[config.mk]
export PLATFORM = sky130hd
export DESIGN_NAME = rca_multiword_seq
export DESIGN_NICKNAME = d
export VERILOG_FILES = /design/src/rtl/rca_multiword_seq.sv
export SDC_FILE = /design/constraint.sdc
export NUM_CORES = 1
export LEC_CHECK = 0
export BUFFER_PORTS_ARGS = -buffer_cell sky130_fd_sc_hd__buf_2
export CAP_MARGIN = 15
export CORE_ASPECT_RATIO = 1.75
export CORE_MARGIN = 4
export CORE_UTILIZATION = 53
export CTS_CLUSTER_DIAMETER = 150
export DETAILED_ROUTE_END_ITERATION = 6
export PLACE_DENSITY = 0.87
export SYNTH_ARGS = -nofsm -noshare
export SYNTH_HDL_FRONTEND = slang
export SYNTH_SLANG_ARGS = --single-unit
[constraint.sdc]
create_clock -name _clk -period 16.53 [get_ports _clk]
set_input_delay 1.653 -clock _clk [delete_from_list [all_inputs] [get_ports _clk]]
set_output_delay 1.653 -clock _clk [all_outputs]
set_load 0.01 [all_outputs]
[src/rtl/rca_multiword_seq.sv]
// Multi-cycle wide adder: one BITS-wide ripple-carry adder is reused across WORDS
// chunks, LSB first, with the inter-chunk carry held in a register.

module rca #(
    parameter int BITS = 32
) (
    input  logic [BITS-1:0] a,
    input  logic [BITS-1:0] b,
    input  logic            c_in,
    output logic [BITS-1:0] s,
    output logic            c_out
);
    logic [BITS:0] c;

    always_comb begin
        c    = '0;
        s    = '0;
        c[0] = c_in;
        for (int i = 0; i < BITS; i++) begin
            s[i]   = a[i] ^ b[i] ^ c[i];
            c[i+1] = (a[i] & b[i]) | (c[i] & (a[i] ^ b[i]));
        end
    end

    assign c_out = c[BITS];
endmodule

module rca_multiword_seq #(
    parameter int BITS  = 32,
    parameter int WORDS = 4,
    localparam int W    = BITS * WORDS
) (
    input  logic         _clk,
    input  logic         _rst,
    input  logic         _valid_in,
    output logic         _ready_out,
    input  logic [W-1:0] _a_in,
    input  logic [W-1:0] _b_in,
    input  logic         _c_in,
    output logic         _valid_out,
    input  logic         _ready_in,
    output logic [W-1:0] _s_out,
    output logic         _c_out,
    output logic         _ovf_out
);
    localparam int CW = (WORDS > 1) ? $clog2(WORDS) : 1;

    typedef enum logic [1:0] {IDLE, RUN, DONE} state_t;

    state_t          state, state_nxt;
    logic [W-1:0]    a_reg, b_reg, s_reg;
    logic [CW-1:0]   cnt;
    logic            carry_reg, c_reg, ovf_reg;
    logic            accept, last;
    logic [BITS-1:0] a_chunk, b_chunk, sum_chunk;
    logic            carry_chunk;

    function automatic logic signed_ovf(input logic a_msb, input logic b_msb, input logic s_msb);
        return (a_msb == b_msb) && (s_msb != a_msb);
    endfunction

    assign accept  = _valid_in && _ready_out;
    assign last    = (cnt == CW'(WORDS - 1));
    assign a_chunk = a_reg[int'(cnt) * BITS +: BITS];
    assign b_chunk = b_reg[int'(cnt) * BITS +: BITS];

    rca #(.BITS(BITS)) u_rca (
        .a     (a_chunk),
        .b     (b_chunk),
        .c_in  (carry_reg),
        .s     (sum_chunk),
        .c_out (carry_chunk)
    );

    always_ff @(posedge _clk) begin
        if (_rst) state <= IDLE;
        else      state <= state_nxt;
    end

    always_comb begin
        state_nxt = state;
        unique case (state)
            IDLE:    if (accept)   state_nxt = RUN;
            RUN:     if (last)     state_nxt = DONE;
            DONE:    if (_ready_in) state_nxt = IDLE;
            default:               state_nxt = IDLE;
        endcase
    end

    // Operand capture: data only, meaningless until the next accept
    always_ff @(posedge _clk) begin
        if (accept) begin
            a_reg <= _a_in;
            b_reg <= _b_in;
        end
    end

    always_ff @(posedge _clk) begin
        if (_rst) begin
            cnt       <= '0;
            carry_reg <= 1'b0;
            s_reg     <= '0;
            c_reg     <= 1'b0;
            ovf_reg   <= 1'b0;
        end else begin
            unique case (state)
                IDLE: begin
                    if (accept) begin
                        cnt       <= '0;
                        carry_reg <= _c_in;
                    end
                end
                RUN: begin
                    s_reg[int'(cnt) * BITS +: BITS] <= sum_chunk;
                    carry_reg <= carry_chunk;
                    if (last) begin
                        cnt     <= '0;
                        c_reg   <= carry_chunk;
                        ovf_reg <= signed_ovf(a_chunk[BITS-1], b_chunk[BITS-1], sum_chunk[BITS-1]);
                    end else begin
                        cnt <= cnt + CW'(1);
                    end
                end
                default: ;
            endcase
        end
    end

    // The IDLE-only ready is masked by reset so nothing is accepted in a reset cycle
    assign _ready_out = (state == IDLE) && !_rst;
    assign _valid_out = (state == DONE);
    assign _s_out     = s_reg;
    assign _c_out     = c_reg;
    assign _ovf_out   = ovf_reg;
endmodule

# [Word level (Yosys, flattened, before mapping)]
# Index checks and enable logic that the tools add are counted.
[op_classes] add_sub_neg=2 eq_ne=8 shifts=4 muxes=10 bitwise_logic=160 n_reduce_logical=9
[ops] cell="128-bit by 8-bit variable part select with 32-bit output" count=2
[ops] cell="128-bit bitwise mux" count=1
[ops] cell="32-bit by 33-bit variable shift with 128-bit output (first input constant)" count=1
[ops] cell="32-bit by 33-bit variable part select with 128-bit output" count=1
[ops] cell="1-bit AND" count=64
[ops] cell="1-bit XOR" count=64
[ops] cell="7-bit negator with 33-bit output" count=1
[ops] cell="1-bit OR" count=32
[ops] cell="2-bit two-way mux" count=5
[ops] cell="2-bit case mux with 3 select lines" count=1
[ops] cell="2-bit equality test (second input constant)" count=2
[ops] cell="2-bit != test (second input constant)" count=2
[ops] cell="2-bit case mux with 2 select lines" count=1
[ops] cell="2-bit AND reduction" count=2
[ops] cell="1-bit logical AND" count=3
[ops] cell="3-bit AND reduction" count=1
[ops] cell="2-bit by 1-bit adder with 2-bit output (second input constant)" count=1
[ops] cell="2-bit by 1-bit equality test with 1-bit output (second input constant)" count=1
[ops] cell="2-bit logical NOT" count=1
[ops] cell="2-bit by 1-bit != test with 1-bit output (second input constant)" count=1
[ops] cell="1-bit case mux with 2 select lines" count=1
[ops] cell="2-bit nonzero test" count=1
[ops] cell="1-bit equality test" count=1
[ops] cell="1-bit logical NOT" count=1
[ops] cell="other kinds (2)" count=2
[totals] regBits=391 elab_cells=201

# [Logic depth before layout (Yosys ltp)]
[depth] depth_word=67 depth_mapped=46 depth_no_buf=44

# [Modules after synthesis]
# From an unflattened synthesis, not the netlist that was laid out.
[hier_totals] cells_unflattened=948 area_unflattened_um2=15000.6
[modules_own_cells] module="rca_multiword_seq" instances=1 cells_each=906 area_each_um2=14322.5 seq_area_each_um2=10390.0
[modules_own_cells] module="rca" instances=1 cells_each=42 area_each_um2=678.2 seq_area_each_um2=0.0

# [Worst setup path before layout]
# No wires, ideal clock.
[synth_path] kind="flip-flop to flip-flop" startpoint="register cnt[1]" endpoint="register ovf_reg, in the netlist _ovf_out" arrival_time_ns=12.613 setup_slack_ns=3.795 path_stages_with_launch=47 n_path_buf=2 cell_sequence="dfxtp_1 > buf_2 > buf_1 > mux4_2 > inv_1 > fa_1 > fa_1 > fa_1 > fa_1 > fa_1 > fa_1 > fa_1 > fa_1 > fa_1 > fa_1 > fa_1 > inv_1 > fa_1 > [11 not listed] > fa_1 > fa_1 > fa_1 > fa_1 > inv_1 > fa_1 > fa_1 > fa_1 > fa_1 > inv_1 > fa_1 > inv_1 > fa_1 > inv_1 > fa_1 > nand2b_1 > nor4_2 > a221o_1"
[synth_via] elab_chain_cells=67 elab_cells_between_ends=133 classes_between="eq/ne: 3; shift: 2; bitwise: 126; reduce/logical: 2"
[synth_lines] item="start: declaration" line="52" text="logic [CW-1:0] cnt;"
[synth_lines] item="start signal: assignment" line="121" text="cnt <= cnt + CW'(1);"
[synth_lines] item="128-bit by 8-bit variable part select with 32-bit output (on tied branches)" line="64, 65"
[synth_lines] item="1-bit XOR" line="21" text="c[i+1] = (a[i] & b[i]) | (c[i] & (a[i] ^ b[i]));"
[synth_lines] item="1-bit AND" line="21"
[synth_lines] item="1-bit OR" line="21"
[synth_lines] item="1-bit AND" line="21"
[synth_lines] item="1-bit OR" line="21"
[synth_lines] item="1-bit AND" line="21"
[synth_lines] item="1-bit OR" line="21"
[synth_lines] item="[51 not listed]"
[synth_lines] item="1-bit OR" line="21"
[synth_lines] item="1-bit AND" line="21"
[synth_lines] item="1-bit OR" line="21"
[synth_lines] item="1-bit AND" line="21"
[synth_lines] item="1-bit OR" line="21"
[synth_lines] item="1-bit XOR" line="20" text="s[i] = a[i] ^ b[i] ^ c[i];"
[synth_lines] item="1-bit != test" line="59" text="return (a_msb == b_msb) && (s_msb != a_msb);"
[synth_lines] item="1-bit logical AND" line="59"
[synth_lines] item="end signal: assignment" line="119" text="ovf_reg <= signed_ovf(a_chunk[BITS-1], b_chunk[BITS-1], sum_chunk[BITS-1]);"
[synth_lines] item="end: declaration" line="53" text="logic carry_reg, c_reg, ovf_reg;"
# Parallel ways exist; a longest one is shown, timed or not.
# A chain may end at the register's enable or synchronous reset.

# [Final worst setup path]
[layout_path] startpoint="register cnt[0]" endpoint="register ovf_reg, in the netlist _ovf_out"
# The elaborated chain is that of the path after synthesis.

==> summary.md <==
| Metric | Value |
|---|---|
| WL met2 | 22400 um |
| Avg Cell Area, Syn | 15.5 um^2 |
| EDFF count, synth | 256 |
| TritonCTS clock tree | done |
| Clock Skew | 0.0204 ns |
| Most common cell in the synthesized netlist | edfxtp_1 |
| Clk_lat worst skew | 0.54 ns |
| Top sig layer | met5 |
| Htree depth | 2 |
| Synthesized cell area | 15100 um^2 |
| Power density over the cells | 116 nW/um^2 |
| Hold endpoint | _s_out[0]$_SDFFE_PP0P_ |
| Reg2Reg Setup Slack | 2.82 ns |
| CP Data Required Time | 17.00 ns |
| Cell mode on critical path | fa_1 |
| Top cells by count, synth | edfxtp_1, dfxtp_1, nor2_1, a32oi_1, inv_1 |
| Die W | 136 um |
| LEAKAGE | 7.34 nW |
| DRT iter0 DRCs | 785 |
| Final Critical Period | 13.71 ns |
| Worst Hold Launch | _s_out[0]$_SDFFE_PP0P_ |
| Ys Warns | 0 |
| Max clock buf depth | 3 |
| Synth Flop Type | edfxtp_1 |
| Met3 Wirelength | 2900 um |
| Yosys top cell by area | edfxtp_1 |
| Status | complete, no violations |
| Maximum fanout along the worst path | 43 |
| Postcts setup bufs | 0 |
| Congestion Overflow GR | 0 |
| Global-route wire length before repair | 61100 um |
| Fillers | 1924 |
| Core Footprint | 28000 um^2 |
| DRC Markers | 0 |
| Post-Synthesis Cells | 976 |
| Top-area cell type share of the netlist area | 0.509 |
| # port buffers | 392 |
| All-Layer GR Usage | 0.262 |
| First-pass DRT Iterations | 5 |
| Via count | 10100 |
| TritonCTS Buffers | 35 |
| Synthesis-to-finish area growth | 23.1% |
| RR Endpoint | _ovf_out$_SDFFE_PP0P_ |
| IO Pins | 393 |
| Max Freq | 72.9 MHz |
| Worst slew pin tran | 1.11 ns |
| Final Max Tran Viols | 0 |
| CTS resizes | 0 |
| Clock Pin Slew Worst Setup and Hold Paths | 0.06 ns |
| Die Area | 31300 um^2 |
| WL final | 41600 um |
| M1 WL | 13800 um |
| Nets | 1648 |
| Async SR Flop Fraction | 0 |
| MaxCap Viol Count | 0 |
| Post-CTS Hold Fix Bufs | 0 |
| Initial antenna violation count | 14 |
| Synthesized flop and latch total | 391 |
| Hold Crit Class | reg2reg |
| Setup_tns | 0 ns |
| Register area share after synthesis | 0.689 |
| Peak VDD IR | 0.114 mV |
| Crit path kind | reg2reg |
| WHS Path Cells | 2 |
| Ranking of synthesized cells by area | edfxtp_1, dfxtp_1, mux4_2, a32oi_1, fa_1 |
| Syn Nets | 1276 |
| Final setup viols | 0 |
| Reg2Reg Launch Point | cnt[0]$_SDFFE_PP0P_ |
| Hold Fails Final Rpt | 0 |
| Worst Path Arrival | 14.18 ns |
| Clock Sinks | 391 |
| DRT antenna net count | 0 |
| Root Buffer | clkbuf_16 |
| Crit start category | flip-flop |
| Vias per cell | 5.71 |
| CP max-delay cell | dfxtp_4 |
| CP max stage delay | 0.84 ns |
| Crit share post-route | 0.829 |
| Detail Placement HPWL | 29800 um |
| Max_slew headroom | 0.262 |
| Post-layout util | 0.664 |
| Routed length per instance | 23.6 um |
| Initial core utilization | 0.539 |
| Num rows | 81 |
| Routability cong. | 0.827 |
| Largest net degree at the start of global routing | 90 |
| Total power draw | 2.15 mW |
| RSZ-0062 raised after global routing | false |
| Vias in the first global route | 10400 |
| Endpoint type of the worst setup path | flip-flop |
| Post-synth cell types | 31 |
| Layout cells sized above 1 | 0.389 |
| Die H | 231 um |
| R2R depth | 43 |
## through the flow
step	hold WS [ns]	setup slack (ns)	instance area (um^2)	instances
final	0.448	2.82	18600	1761
after global placement	0.435	3.11	17400	1684
after CTS	0.451	2.76	18500	1747
after global routing	0.468	2.23	18600	1760
after detailed placement	0.443	2.78	17400	1684
after floorplan	0.476	3.80	15100	976
## cells by family (layout without fill, tap and decap cells)
family,count (synthesis),after routing,share of synthesized area
multiplexers,65,65,0.0962
other,0,14,0
AND/OR/NAND/NOR,187,187,0.0548
buffers and inverters,158,556,0.0421
AO/OA/AOI/OAI,136,136,0.0701
adder cells (fa/ha/maj),39,39,0.0483
flip-flops,391,391,0.688
## area by class of cell
cell class	count	area, um^2	share of cell area
inverters	85	319	0.0172
well taps	373	467	0.0251
clock inverters	18	213	0.0115
clock buffers	45	965	0.0519
repair buffers	408	2080	0.112
flip-flops and latches	391	10400	0.560
diodes	14	35.0	0.00189
multi-input cells	427	4090	0.220
## critical path: cells and delay by family, from the launching register on
kind | cells | cell delay, ns
AO/OA/AOI/OAI | 1 | 0.19
multiplexers | 1 | 0.35
AND/OR/NAND/NOR | 1 | 0.33
adder cells (fa/ha/maj) | 32 | 11.30
buffers and inverters | 8 | 0.59
flip-flops | 1 | 0.84
## cells in the final DEF (no fill, tap or decap), types with 2 or more instances in the layout
cell type,netlist,routed
nand2b_1,2,2
fa_1,32,32
a221o_1,2,2
nand3b_1,5,5
edfxtp_1,256,256
a32oi_1,96,96
nor3_1,2,2
inv_6,0,2
clkbuf_1,46,6
inv_1,85,85
clkbuf_16,0,36
nor2_1,99,99
mux4_2,64,64
dfxtp_1,135,133
buf_4,2,17
clkinv_1,0,4
clkbuf_8,0,3
a21oi_1,35,35
nand3_1,33,33
buf_2,16,391
clkinv_2,0,4
diode_2,0,14
clkinvlp_4,0,2
bufinv_16,0,4
nor2b_1,5,3
a22oi_1,2,2
dfxtp_4,0,2
nor2b_2,0,2
nand2_1,33,33
ha_1,7,7
## routing by layer
| layer | global-route usage | vias to the layer above |
|---|---|---|
| met2 | 0.462 | 582 |
| met3 | 0.0456 | 120 |
| met5 | 0 | - |
| met1 | 0.297 | 4930 |
| met4 | 0.146 | 2 |
| li1 | - | 4427 |
## power breakdown
group | internal (mW) | switching (mW) | total (mW)
logic | 0.0861 | 0.138 | 0.224
clock network | 0.480 | 0.357 | 0.837
registers | 1.08 | 0.0164 | 1.09
total | 1.64 | 0.511 | 2.15
## worst max-delay path by stage
stage                              from               endpoint  slack (ns)  depth (start not counted)
floorplan           cnt[1]$_SDFFE_PP0P_  _ovf_out$_SDFFE_PP0P_        3.80                         46
global placement    cnt[0]$_SDFFE_PP0P_  _ovf_out$_SDFFE_PP0P_        3.11                         44
detailed placement  cnt[0]$_SDFFE_PP0P_  _ovf_out$_SDFFE_PP0P_        2.78                         44
CTS                 cnt[0]$_SDFFE_PP0P_  _ovf_out$_SDFFE_PP0P_        2.76                         44
global route        cnt[0]$_SDFFE_PP0P_  _ovf_out$_SDFFE_PP0P_        2.23                         44
finish              cnt[0]$_SDFFE_PP0P_  _ovf_out$_SDFFE_PP0P_        2.82                         43
Power figures use the tool's default switching activity.
